File: src/rtl/vscale_fetch_queue_if.sv
// rtl/vscale_fetch_queue_if.sv - redirect, imem and DX-side handshake bundle for the fetch queue
//
// Signals
//   redirect, redirect_pc                      : flush request and new fetch PC from the PC mux
//   imem_req, imem_addr                        : fetch request towards instruction memory
//   imem_wait, imem_rdata, imem_badmem_e       : memory stall and the one-cycle-later response
//   out_valid, out_ready                       : handshake towards DX
//   out_pc, out_inst, out_badmem               : head entry presented to DX
// Modports
//   master : the fetch queue itself
//   slave  : the environment (PC mux, imem and DX)
interface vscale_fetch_queue_if #(
    parameter int XPR_LEN = 32
);
    logic               redirect;
    logic [XPR_LEN-1:0] redirect_pc;
    logic               imem_req;
    logic [XPR_LEN-1:0] imem_addr;
    logic               imem_wait;
    logic [XPR_LEN-1:0] imem_rdata;
    logic               imem_badmem_e;
    logic               out_valid;
    logic               out_ready;
    logic [XPR_LEN-1:0] out_pc;
    logic [XPR_LEN-1:0] out_inst;
    logic               out_badmem;

    modport master (
        input  redirect, redirect_pc,
        input  imem_wait, imem_rdata, imem_badmem_e,
        input  out_ready,
        output imem_req, imem_addr,
        output out_valid, out_pc, out_inst, out_badmem
    );

    modport slave (
        output redirect, redirect_pc,
        output imem_wait, imem_rdata, imem_badmem_e,
        output out_ready,
        input  imem_req, imem_addr,
        input  out_valid, out_pc, out_inst, out_badmem
    );
endinterface

File: src/rtl/vscale_fetch_queue.sv
// rtl/vscale_fetch_queue.sv - instruction fetch queue between the PC mux and the DX stage
//
// Ports
//   clk    : clock
//   reset  : synchronous, active-high reset
//   bus    : vscale_fetch_queue_if.master (redirect, imem request/response, DX handshake)
// Parameters
//   XPR_LEN  : data/address width
//   DEPTH    : queue entries, power of two and at least 2
//   RESET_PC : first fetch address after reset
module vscale_fetch_queue #(
    parameter int                  XPR_LEN  = 32,
    parameter int                  DEPTH    = 4,
    parameter logic [XPR_LEN-1:0]  RESET_PC = 'h200
) (
    input  logic                   clk,
    input  logic                   reset,
    vscale_fetch_queue_if.master   bus
);
    localparam int PTR_W = $clog2(DEPTH);
    localparam int CNT_W = PTR_W + 1;
    localparam logic [XPR_LEN-1:0] RV_NOP = XPR_LEN'(32'h13);

    logic [XPR_LEN-1:0] fetch_pc;
    logic [XPR_LEN-1:0] pc_mem   [DEPTH];
    logic [XPR_LEN-1:0] inst_mem [DEPTH];
    logic               bad_mem  [DEPTH];
    logic [PTR_W-1:0]   rd_ptr;
    logic [PTR_W-1:0]   wr_ptr;
    logic [CNT_W-1:0]   count;
    logic               inflight;
    logic               inflight_epoch;
    logic [XPR_LEN-1:0] inflight_pc;
    logic               epoch;
    logic               fault_stop;

    logic [CNT_W:0]     occupancy;
    logic               credit_ok;
    logic               accept;
    logic               resp_enq;
    logic               deq;
    logic               head_valid;

    // The slot reserved for an outstanding request counts against the queue,
    // so a response always finds room even if DX stalls.
    assign occupancy = {1'b0, count} + {{CNT_W{1'b0}}, inflight};
    assign credit_ok = occupancy < (CNT_W+1)'(DEPTH);

    // A redirect always requests: the flush frees every slot.
    assign bus.imem_req  = ~reset & (bus.redirect | (~fault_stop & credit_ok));
    assign bus.imem_addr = bus.redirect ? bus.redirect_pc : fetch_pc;
    assign accept        = bus.imem_req & ~bus.imem_wait;

    // Responses from an older epoch, or arriving during a redirect, belong to
    // the flushed path and are dropped.
    assign resp_enq = inflight & (inflight_epoch == epoch) & ~bus.redirect;

    // Head is driven from registered state only; imem_rdata never reaches out_*.
    assign head_valid     = ~reset & (count != '0);
    assign deq            = head_valid & bus.out_ready;
    assign bus.out_valid  = head_valid;
    assign bus.out_pc     = head_valid ? pc_mem[rd_ptr]   : '0;
    assign bus.out_inst   = head_valid ? inst_mem[rd_ptr] : RV_NOP;
    assign bus.out_badmem = head_valid & bad_mem[rd_ptr];

    always_ff @(posedge clk) begin
        if (reset) begin
            fetch_pc       <= RESET_PC;
            rd_ptr         <= '0;
            wr_ptr         <= '0;
            count          <= '0;
            inflight       <= 1'b0;
            inflight_epoch <= 1'b0;
            inflight_pc    <= '0;
            epoch          <= 1'b0;
            fault_stop     <= 1'b0;
        end else begin
            inflight <= accept;
            if (accept) begin
                inflight_pc <= bus.imem_addr;
                fetch_pc    <= bus.imem_addr + XPR_LEN'(4);
            end else if (bus.redirect) begin
                fetch_pc <= bus.redirect_pc;
            end

            if (bus.redirect) begin
                // New epoch tags the request accepted in this same cycle.
                epoch          <= ~epoch;
                inflight_epoch <= ~epoch;
                rd_ptr         <= '0;
                wr_ptr         <= '0;
                count          <= '0;
                fault_stop     <= 1'b0;
            end else begin
                if (accept) begin
                    inflight_epoch <= epoch;
                end
                if (resp_enq) begin
                    wr_ptr <= wr_ptr + 1'b1;
                    if (bus.imem_badmem_e) begin
                        fault_stop <= 1'b1;
                    end
                end
                if (deq) begin
                    rd_ptr <= rd_ptr + 1'b1;
                end
                case ({resp_enq, deq})
                    2'b10:   count <= count + 1'b1;
                    2'b01:   count <= count - 1'b1;
                    default: count <= count;
                endcase
            end
        end
    end

    // Payload storage needs no reset: entries are only read while counted.
    always_ff @(posedge clk) begin
        if (!reset && resp_enq) begin
            pc_mem[wr_ptr]   <= inflight_pc;
            inst_mem[wr_ptr] <= bus.imem_rdata;
            bad_mem[wr_ptr]  <= bus.imem_badmem_e;
        end
    end

    always_ff @(posedge clk) begin
        if (!reset) begin
            assert (!(resp_enq && !deq && count == CNT_W'(DEPTH)));
        end
    end
endmodule

File: src/flat_wrapper.sv
// flat-port wrapper written by rule: the top's interface ports become plain ports
module vscale_fetch_queue_flat 
#(
    parameter int                  XPR_LEN  = 32,
    parameter int                  DEPTH    = 4,
    parameter logic [XPR_LEN-1:0]  RESET_PC = 'h200
)
  (clk, reset, bus_redirect, bus_redirect_pc, bus_imem_wait, bus_imem_rdata, bus_imem_badmem_e, bus_out_ready, bus_imem_req, bus_imem_addr, bus_out_valid, bus_out_pc, bus_out_inst, bus_out_badmem);
  vscale_fetch_queue_if #(.XPR_LEN(XPR_LEN)) bus_i ();
  input  logic clk;
  input  logic reset;
  input wire logic [$bits(bus_i.redirect)-1:0] bus_redirect;
  input wire logic [$bits(bus_i.redirect_pc)-1:0] bus_redirect_pc;
  input wire logic [$bits(bus_i.imem_wait)-1:0] bus_imem_wait;
  input wire logic [$bits(bus_i.imem_rdata)-1:0] bus_imem_rdata;
  input wire logic [$bits(bus_i.imem_badmem_e)-1:0] bus_imem_badmem_e;
  input wire logic [$bits(bus_i.out_ready)-1:0] bus_out_ready;
  output wire logic [$bits(bus_i.imem_req)-1:0] bus_imem_req;
  output wire logic [$bits(bus_i.imem_addr)-1:0] bus_imem_addr;
  output wire logic [$bits(bus_i.out_valid)-1:0] bus_out_valid;
  output wire logic [$bits(bus_i.out_pc)-1:0] bus_out_pc;
  output wire logic [$bits(bus_i.out_inst)-1:0] bus_out_inst;
  output wire logic [$bits(bus_i.out_badmem)-1:0] bus_out_badmem;
  assign bus_i.redirect = bus_redirect;
  assign bus_i.redirect_pc = bus_redirect_pc;
  assign bus_i.imem_wait = bus_imem_wait;
  assign bus_i.imem_rdata = bus_imem_rdata;
  assign bus_i.imem_badmem_e = bus_imem_badmem_e;
  assign bus_i.out_ready = bus_out_ready;
  assign bus_imem_req = bus_i.imem_req;
  assign bus_imem_addr = bus_i.imem_addr;
  assign bus_out_valid = bus_i.out_valid;
  assign bus_out_pc = bus_i.out_pc;
  assign bus_out_inst = bus_i.out_inst;
  assign bus_out_badmem = bus_i.out_badmem;
  vscale_fetch_queue #(.XPR_LEN(XPR_LEN), .DEPTH(DEPTH), .RESET_PC(RESET_PC)) u_core (.clk(clk), .reset(reset), .bus(bus_i));
endmodule
File: config.mk
export PLATFORM = sky130hd
export DESIGN_NAME = vscale_fetch_queue_flat
export DESIGN_NICKNAME = d
export VERILOG_FILES = /design/src/rtl/vscale_fetch_queue_if.sv /design/src/rtl/vscale_fetch_queue.sv /design/src/flat_wrapper.sv
export SDC_FILE = /design/constraint.sdc
export NUM_CORES = 1
export LEC_CHECK = 0
export CORE_ASPECT_RATIO = 0.5
export CORE_MARGIN = 2
export CORE_UTILIZATION = 44
export CTS_CLUSTER_SIZE = 12
export DETAILED_ROUTE_END_ITERATION = 10
export GPL_TIMING_DRIVEN = 0
export PLACE_DENSITY = 0.66
export SKIP_LAST_GASP = 1
export SYNTH_ARGS = -nofsm -noshare
export SYNTH_HDL_FRONTEND = slang
export SYNTH_SLANG_ARGS = --single-unit
File: constraint.sdc
create_clock -name clk -period 4.2 [get_ports clk]
set_input_delay 0.84 -clock clk [delete_from_list [all_inputs] [get_ports clk]]
set_output_delay 0.84 -clock clk [all_outputs]
set_load 0.02 [all_outputs]
* Word-level counts from Yosys, hierarchy flattened
Memory sizes are Yosys's and may differ from the RTL's. A register that Yosys moved wholly into a read port is not among the register bits.
Index checks and enable logic that the tools add are counted.
W data, S select, Z words.
** Storage, ports and cells
- Register bits :: 75
- Bits in writable memories :: 260
- Input bits :: 70
- Output and inout bits :: 99
- Logic and storage cells :: 58
- Memories kept :: 3
** Cells by class
- Add/sub/neg operators :: 6
- $lt $le $gt $ge :: 1
- Equality and inequality tests :: 3
- Muxes and demuxes :: 15
- Bitwise logic cells :: 14
- Reduce and logical (&&, ||, !) cells :: 7
** Memory list
- u_core.inst_mem :: depth 4, bits a word 32, read ports 1, clocked after memory_dff 1, write ports 1, RTL line vscale_fetch_queue.sv:26 : logic [XPR_LEN-1:0] inst_mem [DEPTH];
- u_core.pc_mem :: depth 4, bits a word 32, read ports 1, clocked after memory_dff 1, write ports 1, RTL line vscale_fetch_queue.sv:25 : logic [XPR_LEN-1:0] pc_mem [DEPTH];
- u_core.bad_mem :: depth 4, bits a word 1, read ports 1, clocked after memory_dff 1, write ports 1, RTL line vscale_fetch_queue.sv:27 : logic bad_mem [DEPTH];
** Operators by type and width (number)
- $mux W32 :: 4
- $add A32 B3 Y32 const B :: 1
- $mux W2 :: 6
- $and A1 B1 Y1 :: 8
- $pmux W3 S2 :: 1
- $not A1 Y1 :: 5
- $add A2 B1 Y2 const B :: 2
- $add A3 B1 Y4 :: 1
- $lt A4 B3 Y1 const B :: 1
- $mux W1 :: 4
- $reduce_bool A2 Y1 :: 2
- $add A3 B1 Y3 const B :: 1
- $reduce_bool A3 Y1 :: 1
- $sub A3 B1 Y3 const B :: 1
- $eq A2 B1 Y1 const B :: 1
- $eq A2 B2 Y1 const B :: 1
- $reduce_and A2 Y1 :: 1
- $reduce_or A2 Y1 :: 1
- $eq A1 B1 Y1 :: 1
- $logic_and A1 B1 Y1 :: 1
- $logic_not A1 Y1 :: 1
- $or A1 B1 Y1 :: 1

* Longest topological paths before layout
- Depth after elaboration :: 8
- Depth in mapped cells :: 11
- Gate-level depth less buffers :: 9

* Worst setup path before layout
Ideal clock, no wire load.
- Path kind :: input to register
- Start :: input bus_redirect
- End :: memory u_core.bad_mem[0], enable pin
- Setup time :: 0.430 ns
- Data arrival time :: 3.432 ns
- Required time :: 3.770 ns
- Path slack :: 0.338 ns
- Stages on the path :: 7
- Buffers on the path :: 4
- Cells stage by stage :: buf_6 -> buf_6 -> buf_4 -> buf_2 -> nand3b_1 -> nor2_1 -> and2_1
** On the way
- Longest elaborated chain between the ends :: 5
** Ends and longest elaborated chain
- from (decl) :: RTL line flat_wrapper.sv:12 : input wire logic [$bits(bus_i.redirect)-1:0] bus_redirect;
- $not A1 Y1 :: RTL line vscale_fetch_queue.sv:56 : assign resp_enq = inflight & (inflight_epoch == epoch) & ~bus.redirect;
- $and A1 B1 Y1 :: RTL line vscale_fetch_queue.sv:56
- $logic_and A1 B1 Y1 :: RTL line vscale_fetch_queue.sv:118 : if (!reset && resp_enq) begin
- $mux W1 :: RTL line vscale_fetch_queue.sv:118
- $mux W1 (implied by the code) :: RTL line vscale_fetch_queue.sv:121 : bad_mem[wr_ptr] <= bus.imem_badmem_e;
- to (decl) :: RTL line vscale_fetch_queue.sv:27
Every way passes these cells.

* Worst setup path in the final report
- Start :: input reset
- End :: output bus_imem_req
** On the way
- Longest elaborated chain between the ends :: 2
** Ends and longest elaborated chain
- from (decl) :: RTL line flat_wrapper.sv:11 : input logic reset;
- $not A1 Y1 :: RTL line vscale_fetch_queue.sv:50 : assign bus.imem_req = ~reset & (bus.redirect | (~fault_stop & credit_ok));
- $and A1 B1 Y1 :: RTL line vscale_fetch_queue.sv:50
- to (decl) :: RTL line flat_wrapper.sv:18 : output wire logic [$bits(bus_i.imem_req)-1:0] bus_imem_req;
Every way passes these cells.

==> results.cfg <==
[cells_and_area]
fin_area_um2 = 17060
nets = 1143
layout_commonest_cell = edfxtp_1
area_growth_pct = 24.84
layoutNonFillerInstCount = 1514
layout_common_cells = 260 x edfxtp_1, 167 x clkdlybuf4s50_1, 77 x dfxtp_1
drive_above_1_share_pct = 14.57
n_antenna_cell = 0
n_fill_cell = 2413

[outcome]
status = complete, no violations

[clocking]
numClockSinks = 337
cts_buffer_depth = 3
htree_num_levels = 2
clkSlewWorstSetupHoldPaths_ns = 0.06
clk_latency_ns = 0.52
cts_root_buf = clkbuf_16
holdBufCountCts = 0
cts_tree = built
cts_buffers = 34

[global_route]
first_global_vias = 8382
grt_pass1_wl_um = 48680
grt.overflow.total = 0
grt_max_degree = 49
antenna_found_initial = 0
grt_usage_pct = 20.11

[synthesis]
synthTopCellsByArea = edfxtp_1 57%, dfxtp_1 11%, mux4_2 11%
synth_cells = 859
synth.distinct_cells = 56
yosysTopAreaCellShare_pct = 57.14
yosysSeqAreaShare_pct = 68.42
syn-num-nets = 936
synthFlopType = edfxtp_1
synth_top_cell_by_area = edfxtp_1
synth_seq_cells = 337
yosys_warnings = 0
synth_edf_count = 260
async_flop_share_pct = 0
syn_avg_cell_area_um2 = 15.91
syn_area_um2 = 13660

[route]
via_per_inst = 5.355
drc_errors = 0
routed_wirelength_um = 32260
antenna_left = 0
first_pass_iters = 7
wl_per_cell_um = 21.31
drt_iter0_drc = 661
vias = 8107

[timing]
relSlewSlack_pct = 46.33
setup_tns_ns = 0
finalCriticalPeriod_ns = 4.064
fin_worst_skew_ns = 0.01143
hold_violations = 0
rsz0062_at_grt = false
fmax_ghz = 0.2461
fin_ws_ns = 0.1362
worst_pin_slew_ns = 0.8051
finalSetupViolCount = 0
post-route-period-util_pct = 96.76
drv_slew = 0

[place]
detailed_place_hpwl_um = 21230
postPlaceCellArea_um2 = 15980
place_inst = 1453
placement.io_buffers = 167
dp_slack_ns = -0.3150
gp_congestion = 0.8165

[floorplanning]
io_pins = 169
die-area_um2 = 32560
start_util_pct = 44.86
num_rows = 45
die_w_um = 253.2
core_area_um2 = 30460
die_y_um = 128.6

[critical_path]
slowest_stage = clkdlybuf4s50_1
path_depth = 6
crit_family = buffers and inverters
endpoint_kind = primary output
path_buf_inv = 5
start_kind = input port
reg2reg_setup_slack_ns = 1.52
rr_startpoint = u_core.count[2]$_SDFFE_PP0P_
path_cells = clkdlybuf4s50_1 -> clkbuf_2 -> clkbuf_1 -> buf_2 -> nor2_1 -> clkdlybuf4s50_1
critPathKind = input port to primary output
reg2reg_depth = 10
crit_top_cell = clkdlybuf4s50_1
cp-startpoint = reset
crit_end = bus_imem_req
required_ns = 3.36
worstPathArrival_ns = 3.22
cpPeakStageDelay_ns = 0.56
r2r_end = u_core.count[2]$_SDFFE_PP0P_
crit_path_max_fanout = 10

[power_and_ir_drop]
max-vdd-ir-drop_uv = 241.5
p_per_area_nw_per_um2 = 413.5
cellLeakagePower_nw = 5.764

[min_path]
hp-class = register to register

[job]
drv_cap = 0
[worst min path at each step]
stage / start / to / slack [ns] / depth (start not counted)
after floorplan: u_core.fault_stop$_SDFFE_PP0P_ / u_core.fault_stop$_SDFFE_PP0P_ / 0.46 / 2
after global placement: u_core.inflight_pc[28]$_SDFFE_PP0P_ / u_core.pc_mem[2][28]$_DFFE_PP_ / 0.47 / 0
after detailed placement: u_core.fault_stop$_SDFFE_PP0P_ / u_core.fault_stop$_SDFFE_PP0P_ / 0.49 / 2
after CTS: u_core.wr_ptr[1]$_SDFFE_PP0P_ / u_core.wr_ptr[1]$_SDFFE_PP0P_ / 0.50 / 2
final: u_core.fault_stop$_SDFFE_PP0P_ / u_core.fault_stop$_SDFFE_PP0P_ / 0.50 / 2
after global routing: u_core.inflight_pc[24]$_SDFFE_PP0P_ / u_core.pc_mem[0][24]$_DFFE_PP_ / 0.52 / 0
[stage by stage]
step	power, mW	hold slack [ns]	util (%)
after floorplan	3.962	0.4569	-
after global placement	4.181	0.4741	52.08
after detailed placement	4.194	0.4898	52.47
after CTS	7.092	0.5015	56.00
after global routing	7.259	0.5187	56.00
final	7.052	0.4976	56.00
[worst register-to-register path, delay by kind of cell, from the launching register on]
family / cells / cell delay (ns)
AND/OR/NAND/NOR: 4 / 1.24
adder cells (fa/ha/maj): 2 / 0.42
buffers and inverters: 2 / 0.37
flip-flops: 1 / 0.34
AO/OA/AOI/OAI: 1 / 0.16
XOR/XNOR: 1 / 0.08
[power by group]
part           total [mW]  switching [mW]  internal [mW]
registers            3.69          0.0437           3.65
clock network        2.93            1.21           1.71
logic               0.435           0.241          0.194
[flip-flops by register name, summed over array words and instances, names as in the netlist, named ones only]
register	cells
u_core.fault_stop	1
u_core.inflight_pc	32
u_core.epoch	1
u_core.pc_mem	128
u_core.rd_ptr	2
u_core.fetch_pc	32
u_core.inflight_epoch	1
u_core.wr_ptr	2
u_core.inflight	1
u_core.bad_mem	4
u_core.count	3
u_core.inst_mem	128
[cell families (layout without fill, tap and decap cells)]
kind of cell             after synthesis  in the layout  synth area share (%)
flip-flops                           337            337                 68.42
AND/OR/NAND/NOR                      245            245                 10.25
multiplexers                         102            102                 13.53
buffers and inverters                 81            313                 2.665
AO/OA/AOI/OAI                         70             70                 3.342
XOR/XNOR                              17             17                 1.090
adder cells (fa/ha/maj)                7              7                0.6960
[synth_stat cells, types with 2 or more instances]
library cell,instances
a211oi_1,14
a211oi_2,2
a21o_1,2
a21oi_1,14
a221oi_1,2
a22oi_1,2
a31oi_1,2
and2_1,68
buf_1,4
buf_2,11
buf_6,2
clkbuf_1,28
dfxtp_1,77
edfxtp_1,260
ha_1,6
inv_1,33
mux2_2,11
mux2i_1,25
mux4_2,65
nand2_1,18
nand2b_1,5
nand3_1,12
nand3b_1,18
nand3b_4,2
nand4_1,3
nand4_2,2
nand4b_4,2
nor2_1,70
nor3_1,14
nor4_1,5
o21ai_0,24
o31ai_1,2
or2_2,4
or3_1,8
or4_1,6
xnor2_1,12
xor2_1,5
[area by class of cell]
class / count / area [µm²] / area share [%]
tap: 423 / 529.3 / 3.103
buffer: 48 / 245.2 / 1.438
timing repair buffer: 171 / 1782 / 10.45
multi-input combinational: 441 / 3960 / 23.22
inverter: 33 / 123.9 / 0.7262
sequential: 337 / 9349 / 54.81
clock buffer: 61 / 1067 / 6.257
[timing repair]
item                       4_1_cts  5_1_grt
resized for setup                4        0
setup buffers                    0        0
setup endpoints to repair        7        0
[layer usage]
layer	wire length (µm)	share of wire (%)	vias up	GRT usage, %
met2	16070	50	198	34.79
met4	778	2.4	0	6.404
li1	-	-	3679	-
met1	14110	44	4178	26.18
met3	1301	4.0	52	3.500
met5	0	0	-	0
No activity file was read; power rests on OpenSTA's default activity.
